===== config.mk =====
export PLATFORM = sky130hd
export DESIGN_NAME = spi_bus_arbiter
export DESIGN_NICKNAME = d
export VERILOG_FILES = /design/src/rtl/spi_bus_arbiter.sv
export SDC_FILE = /design/constraint.sdc
export NUM_CORES = 1
export LEC_CHECK = 0
export CORE_MARGIN = 8
export CORE_UTILIZATION = 25
export DETAILED_ROUTE_END_ITERATION = 12
export GPL_ROUTABILITY_DRIVEN = 0
export HOLD_SLACK_MARGIN = 0.03
export PLACE_DENSITY_LB_ADDON = 0.25
export SLEW_MARGIN = 20
export SYNTH_ARGS = -nofsm -noshare
export SYNTH_HDL_FRONTEND = slang
export SYNTH_SLANG_ARGS = --single-unit

===== constraint.sdc =====
create_clock -name clk -period 2.4 [get_ports clk]
set_input_delay 0.24 -clock clk [delete_from_list [all_inputs] [get_ports clk]]
set_output_delay 0.24 -clock clk [all_outputs]
set_load 0.01 [all_outputs]

===== src/rtl/spi_bus_arbiter.sv =====
// Round-robin arbiter sharing the Altera SPI core register port between two
// byte-transfer requesters; each grant runs SS write, TRDY poll, TX write, RRDY poll, RX read.
module spi_bus_arbiter #(
    parameter int unsigned POLL_LIMIT = 1023,
    parameter int unsigned SSW        = 8
) (
    input  logic            clk,
    input  logic            rst,
    input  logic            rq0_valid,
    input  logic            rq1_valid,
    input  logic [7:0]      rq0_tx,
    input  logic [7:0]      rq1_tx,
    input  logic [SSW-1:0]  rq0_ss,
    input  logic [SSW-1:0]  rq1_ss,
    output logic            rq0_ack,
    output logic            rq1_ack,
    output logic            rq0_done,
    output logic            rq1_done,
    output logic [7:0]      rq0_rx,
    output logic [7:0]      rq1_rx,
    output logic            rq0_err,
    output logic            rq1_err,
    output logic [2:0]      spi_address,
    output logic            spi_chipselect,
    output logic            spi_read_n,
    output logic            spi_write_n,
    output logic [15:0]     spi_writedata,
    input  logic [15:0]     spi_readdata
);

    localparam int unsigned CNT_W = $clog2(POLL_LIMIT + 1);

    localparam logic [2:0] A_RXDATA = 3'd0;
    localparam logic [2:0] A_TXDATA = 3'd1;
    localparam logic [2:0] A_STATUS = 3'd2;
    localparam logic [2:0] A_SSEL   = 3'd5;

    typedef enum logic [3:0] {
        S_IDLE, S_GRANT, S_WR_SS, S_RD_ST_T, S_CHK_T, S_WR_TX,
        S_RD_ST_R, S_CHK_R, S_RD_RX, S_CAP_RX, S_DONE, S_ERR
    } state_e;

    state_e           state_q, state_d;
    logic             id_q, id_d;
    logic             last_grant_q, last_grant_d;
    logic [7:0]       tx_q, tx_d;
    logic [SSW-1:0]   ss_q, ss_d;
    logic [CNT_W-1:0] poll_cnt_q, poll_cnt_d;
    logic [7:0]       rxb_q, rxb_d;
    logic             errf_q, errf_d;

    logic [1:0]       ack_q, ack_d;
    logic [1:0]       done_q, done_d;
    logic [7:0]       rx0_q, rx0_d, rx1_q, rx1_d;
    logic [1:0]       err_q, err_d;
    logic [2:0]       addr_q, addr_d;
    logic             cs_q, cs_d;
    logic             rdn_q, rdn_d;
    logic             wrn_q, wrn_d;
    logic [15:0]      wdata_q, wdata_d;

    logic             win_c;
    logic             poll_last_c;
    logic             unused_rd_hi;

    assign unused_rd_hi = ^spi_readdata[15:8];

    // Only one requester valid wins outright; on a tie the one not granted last wins.
    assign win_c       = (rq0_valid && rq1_valid) ? ~last_grant_q : rq1_valid;
    assign poll_last_c = (poll_cnt_q == CNT_W'(POLL_LIMIT - 1));

    always_ff @(posedge clk or posedge rst) begin
        if (rst) state_q <= S_IDLE;
        else     state_q <= state_d;
    end

    always_comb begin
        state_d      = state_q;
        id_d         = id_q;
        tx_d         = tx_q;
        ss_d         = ss_q;
        last_grant_d = last_grant_q;
        poll_cnt_d   = poll_cnt_q;
        rxb_d        = rxb_q;
        errf_d       = errf_q;
        unique case (state_q)
            S_IDLE: begin
                if (rq0_valid || rq1_valid) begin
                    state_d = S_GRANT;
                    id_d    = win_c;
                    tx_d    = win_c ? rq1_tx : rq0_tx;
                    ss_d    = win_c ? rq1_ss : rq0_ss;
                end
            end
            S_GRANT: begin
                state_d      = S_WR_SS;
                last_grant_d = id_q;
                errf_d       = 1'b0;
            end
            S_WR_SS: begin
                state_d    = S_RD_ST_T;
                poll_cnt_d = '0;
            end
            S_RD_ST_T: state_d = S_CHK_T;
            S_CHK_T: begin
                if (spi_readdata[6])  state_d = S_WR_TX;
                else if (poll_last_c) state_d = S_ERR;
                else begin
                    state_d    = S_RD_ST_T;
                    poll_cnt_d = poll_cnt_q + CNT_W'(1);
                end
            end
            S_WR_TX: begin
                state_d    = S_RD_ST_R;
                poll_cnt_d = '0;
            end
            S_RD_ST_R: state_d = S_CHK_R;
            S_CHK_R: begin
                if (spi_readdata[7])  state_d = S_RD_RX;
                else if (poll_last_c) state_d = S_ERR;
                else begin
                    state_d    = S_RD_ST_R;
                    poll_cnt_d = poll_cnt_q + CNT_W'(1);
                end
            end
            S_RD_RX: state_d = S_CAP_RX;
            S_CAP_RX: begin
                state_d = S_DONE;
                rxb_d   = spi_readdata[7:0];
            end
            S_ERR: begin
                state_d = S_DONE;
                rxb_d   = 8'hFF;
                errf_d  = 1'b1;
            end
            S_DONE:  state_d = S_IDLE;
            default: state_d = S_IDLE;
        endcase
    end

    // Outputs are decoded from the next state so the registered strobes line up with the state.
    always_comb begin
        ack_d   = 2'b00;
        done_d  = 2'b00;
        rx0_d   = rx0_q;
        rx1_d   = rx1_q;
        err_d   = err_q;
        addr_d  = 3'd0;
        cs_d    = 1'b0;
        rdn_d   = 1'b1;
        wrn_d   = 1'b1;
        wdata_d = 16'h0000;
        unique case (state_d)
            S_GRANT: ack_d = {id_d, ~id_d};
            S_WR_SS: begin
                cs_d = 1'b1; wrn_d = 1'b0; addr_d = A_SSEL; wdata_d = 16'(ss_q);
            end
            S_WR_TX: begin
                cs_d = 1'b1; wrn_d = 1'b0; addr_d = A_TXDATA; wdata_d = {8'h00, tx_q};
            end
            S_RD_ST_T, S_RD_ST_R: begin
                cs_d = 1'b1; rdn_d = 1'b0; addr_d = A_STATUS;
            end
            S_RD_RX: begin
                cs_d = 1'b1; rdn_d = 1'b0; addr_d = A_RXDATA;
            end
            S_DONE: begin
                done_d = {id_q, ~id_q};
                if (id_q) begin rx1_d = rxb_d; err_d[1] = errf_d; end
                else      begin rx0_d = rxb_d; err_d[0] = errf_d; end
            end
            default: ;
        endcase
    end

    always_ff @(posedge clk or posedge rst) begin
        if (rst) begin
            id_q         <= 1'b0;
            last_grant_q <= 1'b1;
            tx_q         <= 8'h00;
            ss_q         <= '0;
            poll_cnt_q   <= '0;
            rxb_q        <= 8'h00;
            errf_q       <= 1'b0;
            ack_q        <= 2'b00;
            done_q       <= 2'b00;
            rx0_q        <= 8'h00;
            rx1_q        <= 8'h00;
            err_q        <= 2'b00;
            addr_q       <= 3'd0;
            cs_q         <= 1'b0;
            rdn_q        <= 1'b1;
            wrn_q        <= 1'b1;
            wdata_q      <= 16'h0000;
        end else begin
            id_q         <= id_d;
            last_grant_q <= last_grant_d;
            tx_q         <= tx_d;
            ss_q         <= ss_d;
            poll_cnt_q   <= poll_cnt_d;
            rxb_q        <= rxb_d;
            errf_q       <= errf_d;
            ack_q        <= ack_d;
            done_q       <= done_d;
            rx0_q        <= rx0_d;
            rx1_q        <= rx1_d;
            err_q        <= err_d;
            addr_q       <= addr_d;
            cs_q         <= cs_d;
            rdn_q        <= rdn_d;
            wrn_q        <= wrn_d;
            wdata_q      <= wdata_d;
        end
    end

    assign rq0_ack        = ack_q[0];
    assign rq1_ack        = ack_q[1];
    assign rq0_done       = done_q[0];
    assign rq1_done       = done_q[1];
    assign rq0_rx         = rx0_q;
    assign rq1_rx         = rx1_q;
    assign rq0_err        = err_q[0];
    assign rq1_err        = err_q[1];
    assign spi_address    = addr_q;
    assign spi_chipselect = cs_q;
    assign spi_read_n     = rdn_q;
    assign spi_write_n    = wrn_q;
    assign spi_writedata  = wdata_q;

endmodule


==> impl_metrics.ini <==
[logic_synthesis]
synth_enable_flop_cells = 0
synth.yosys.warnings = 0
syn_area_per_cell_um2 = 10.7
synthFlopType = sky130_fd_sc_hd__dfrtp_1
synthesis.area_um2 = 3330
yosys-top-cells-count = sky130_fd_sc_hd__dfrtp_1 (74), sky130_fd_sc_hd__nand2_1 (47), sky130_fd_sc_hd__o21ai_0 (38)
synth-async-reset-ratio_pct = 100
sequential_to_total_area_share_from_yosys_stat_pct = 58.0
yosysTopAreaCell = sky130_fd_sc_hd__dfrtp_1
most_common_cell_in_the_synthesized_netlist = sky130_fd_sc_hd__dfrtp_1
synth_cell_types = 49
top_area_cells_in_the_synthesized_netlist = sky130_fd_sc_hd__dfrtp_1 (56%), sky130_fd_sc_hd__mux2i_1 (5.7%), sky130_fd_sc_hd__o21ai_0 (5.7%)
syn_inst = 312
synth.ff_latch_count = 77
post-synth-top-area-fraction_pct = 55.6

[sta]
total_negative_setup_slacks_ns = 0
fin_crit_ns = 2.03
finalHoldViolations = 0
report.final.setup_viol = 0
clock_skew_ns = 0.00516
timing_max_transition_violations_final = 0
rsz0062_at_grt = false
max_slew_margin_pct = 57.5
timing_worst_slew_pin_value_ns = 0.635
max_freq_mhz = 492
period_share_pct = 84.6

[clock_network]
cts_hold_buf = 0
htree_levels = 3
cts-root-to-sink-buffers = 2
cts_tree = yes
clkTransAtPathRegs_ns = 0.06
cts_resized = 0
postCtsSetupBuffers = 0
clock_buffer_count_from_cts = 9
cts_root_buf = sky130_fd_sc_hd__clkbuf_16
clock_sinks = 77
clock_latency_ns = 0.33

[placement]
detailed_place_hpwl_um = 5780
placement.io_buffers = 79
dpl_cell_area_um2 = 4310
placed_cells_incl_taps = 557

[floorplanning]
start_util_pct = 25.3
dieArea_um2 = 17300
coreArea_um2 = 13100
rows = 42
die_w_um = 131
top_level_ports = 96
die_y_um = 131

[grt]
pin_count_of_the_biggest_net_entering_global_routing = 46
first_global_vias = 2643
overflow_after_grt = 0
grt_usage_pct = 9.40
grt_pass1_wl_um = 13300
antenna_found_initial = 0

[layout]
drive_above_1_share_pct = 9.32
finish.net_count = 446
layout.core_utilization_pct = 35.1
antennaDiodeCount = 0
finish.instance_area_um2 = 4610
fin_cells = 573
area.growth.synth_to_final_pct = 38.4
fillers = 1405

[flow_run]
cap_viol_max_count = 0

[detailed_routing]
detailed_route_wire_length_um = 7840
vias = 2504
drt_first_pass_iters = 4
drt-wirelength-per-cell_um = 13.7
drt_iter0_drc = 119
total_drc_errors_in_the_routed_layout = 0
via_per_inst = 4.37
postRouteAntennaNets = 0

[worst_setup_path]
worst_path_largest_cell_delay_ns = 0.54
ordered_list_of_cells_on_the_worst_path = or3_4 > a21o_1 > or4_1 > a21oi_1
crit_slowest_cell = sky130_fd_sc_hd__or4_1
criticalPathCategory = flip-flop to flip-flop
worst-endpoint-required_ns = 2.65
r2r_setup_slk_ns = 0.37
timing.critical_path.arrival_ns = 2.29
worstPathMaxFanout = 14
type_of_destination_of_the_critical_path = flip-flop
critical_path_startpoint_category = flip-flop

[power]
share_seq_of_total_power_pct = 40.8
leakagePower_uw = 0.00202
powerDensity_nw_per_um2 = 1140
power.switching_fraction_pct = 33.2
clock_power_share_pct = 24.8
total_switching_power_uw = 1740
comb_pwr_share_pct = 34.4
internal-power_uw = 3510
vdd.ir_drop.worst_v = 0.000414

[min_path]
worstHoldPathType = input port to async pin

[outcome]
run_status = complete, no violations
## final timing paths
kind,start,end,depth (start not counted)
setup reg to reg,state_q[1]$_DFF_PP0_,poll_cnt_q[5]$_DFFE_PP0P_,4
hold reg to reg,tx_q[0]$_DFFE_PP0P_,tx_q[0]$_DFFE_PP0P_,2
min in group clk,tx_q[0]$_DFFE_PP0P_,tx_q[0]$_DFFE_PP0P_,2
max in group asynchronous,rst,last_grant_q$_DFFE_PP1P_,3
setup / recovery,state_q[1]$_DFF_PP0_,poll_cnt_q[5]$_DFFE_PP0P_,4
hold / removal,rst,tx_q[5]$_DFFE_PP0P_,2
## flip-flops by register name, summed over array words and instances (netlist names), 2 cells and up
name,cells
spi_address,3
ss_q,8
spi_writedata,8
rq1_rx,8
state_q,4
rxb_q,8
err_q,2
ack_q,2
tx_q,8
poll_cnt_q,10
rq0_rx,8
done_q,2
## cell usage in the layout (no fill, tap or decap), types with 6 or more instances in the layout
cell type and instances:
sky130_fd_sc_hd__conb_1 8, sky130_fd_sc_hd__mux2i_1 19, sky130_fd_sc_hd__buf_4 6, sky130_fd_sc_hd__nand2_1 47, sky130_fd_sc_hd__nor2_1 7, sky130_fd_sc_hd__o22ai_1 9
sky130_fd_sc_hd__a22o_1 8, sky130_fd_sc_hd__inv_1 15, sky130_fd_sc_hd__clkbuf_16 9, sky130_fd_sc_hd__dfrtp_1 74, sky130_fd_sc_hd__clkdlybuf4s50_1 79, sky130_fd_sc_hd__o21ai_0 38
sky130_fd_sc_hd__a21oi_1 7
## per-stage QoR
stage / setup slack [ns] / hold slack [ns] / total power, µW
floorplan: 0.198 / 0.384 / 3150
global placement: 0.277 / 0.466 / 3970
detailed placement: 0.269 / 0.471 / 4020
CTS: 0.389 / 0.289 / 5350
global route: 0.252 / 0.329 / 5640
finish: 0.369 / 0.273 / 5260
## kinds of logic after synthesis
kind of cell	count (synthesis)	synth area share, %
buf+inv	40	5.94
xor+xnor	1	0.263
flops	77	58.0
simple gates	89	13.3
other cells	1	0.113
mux	22	6.73
fa+ha+maj	2	0.751
compound gates	80	14.9
## worst max-delay path: cells and delay by family (launching register included)
kind | cells | cell delay [ns]
flops | 1 | 0.52
compound gates | 2 | 0.44
simple gates | 2 | 0.99
## metal layers
layer	global-route usage [%]	vias to the layer above	share of wire, %
met3	3.24	11	5.7
li1	-	1246	-
met5	0	-	0
met2	15.3	58	48
met1	11.2	1189	44
met4	3.83	0	1.6
## power groups by stage
stage	sequential (µW)	combinational (µW)	clock (µW)
after floorplan	2160	991	0
after global placement	2160	1810	0
after detailed placement	2180	1840	0
after CTS	2160	1840	1350
after global routing	2220	2030	1400
final	2150	1810	1310
## cell type report
cell class / instances / area, µm² / share of cell area (%)
Sequential cell: 77 / 1930 / 41.9
Multi-Input combinational cell: 202 / 1240 / 26.9
Timing Repair Buffer: 86 / 856 / 18.6
Clock buffer: 12 / 267 / 5.78
Tap cell: 176 / 220 / 4.78
Inverter: 16 / 61.3 / 1.33
Clock inverter: 4 / 31.3 / 0.679
No activity file was read; power rests on OpenSTA's default activity.
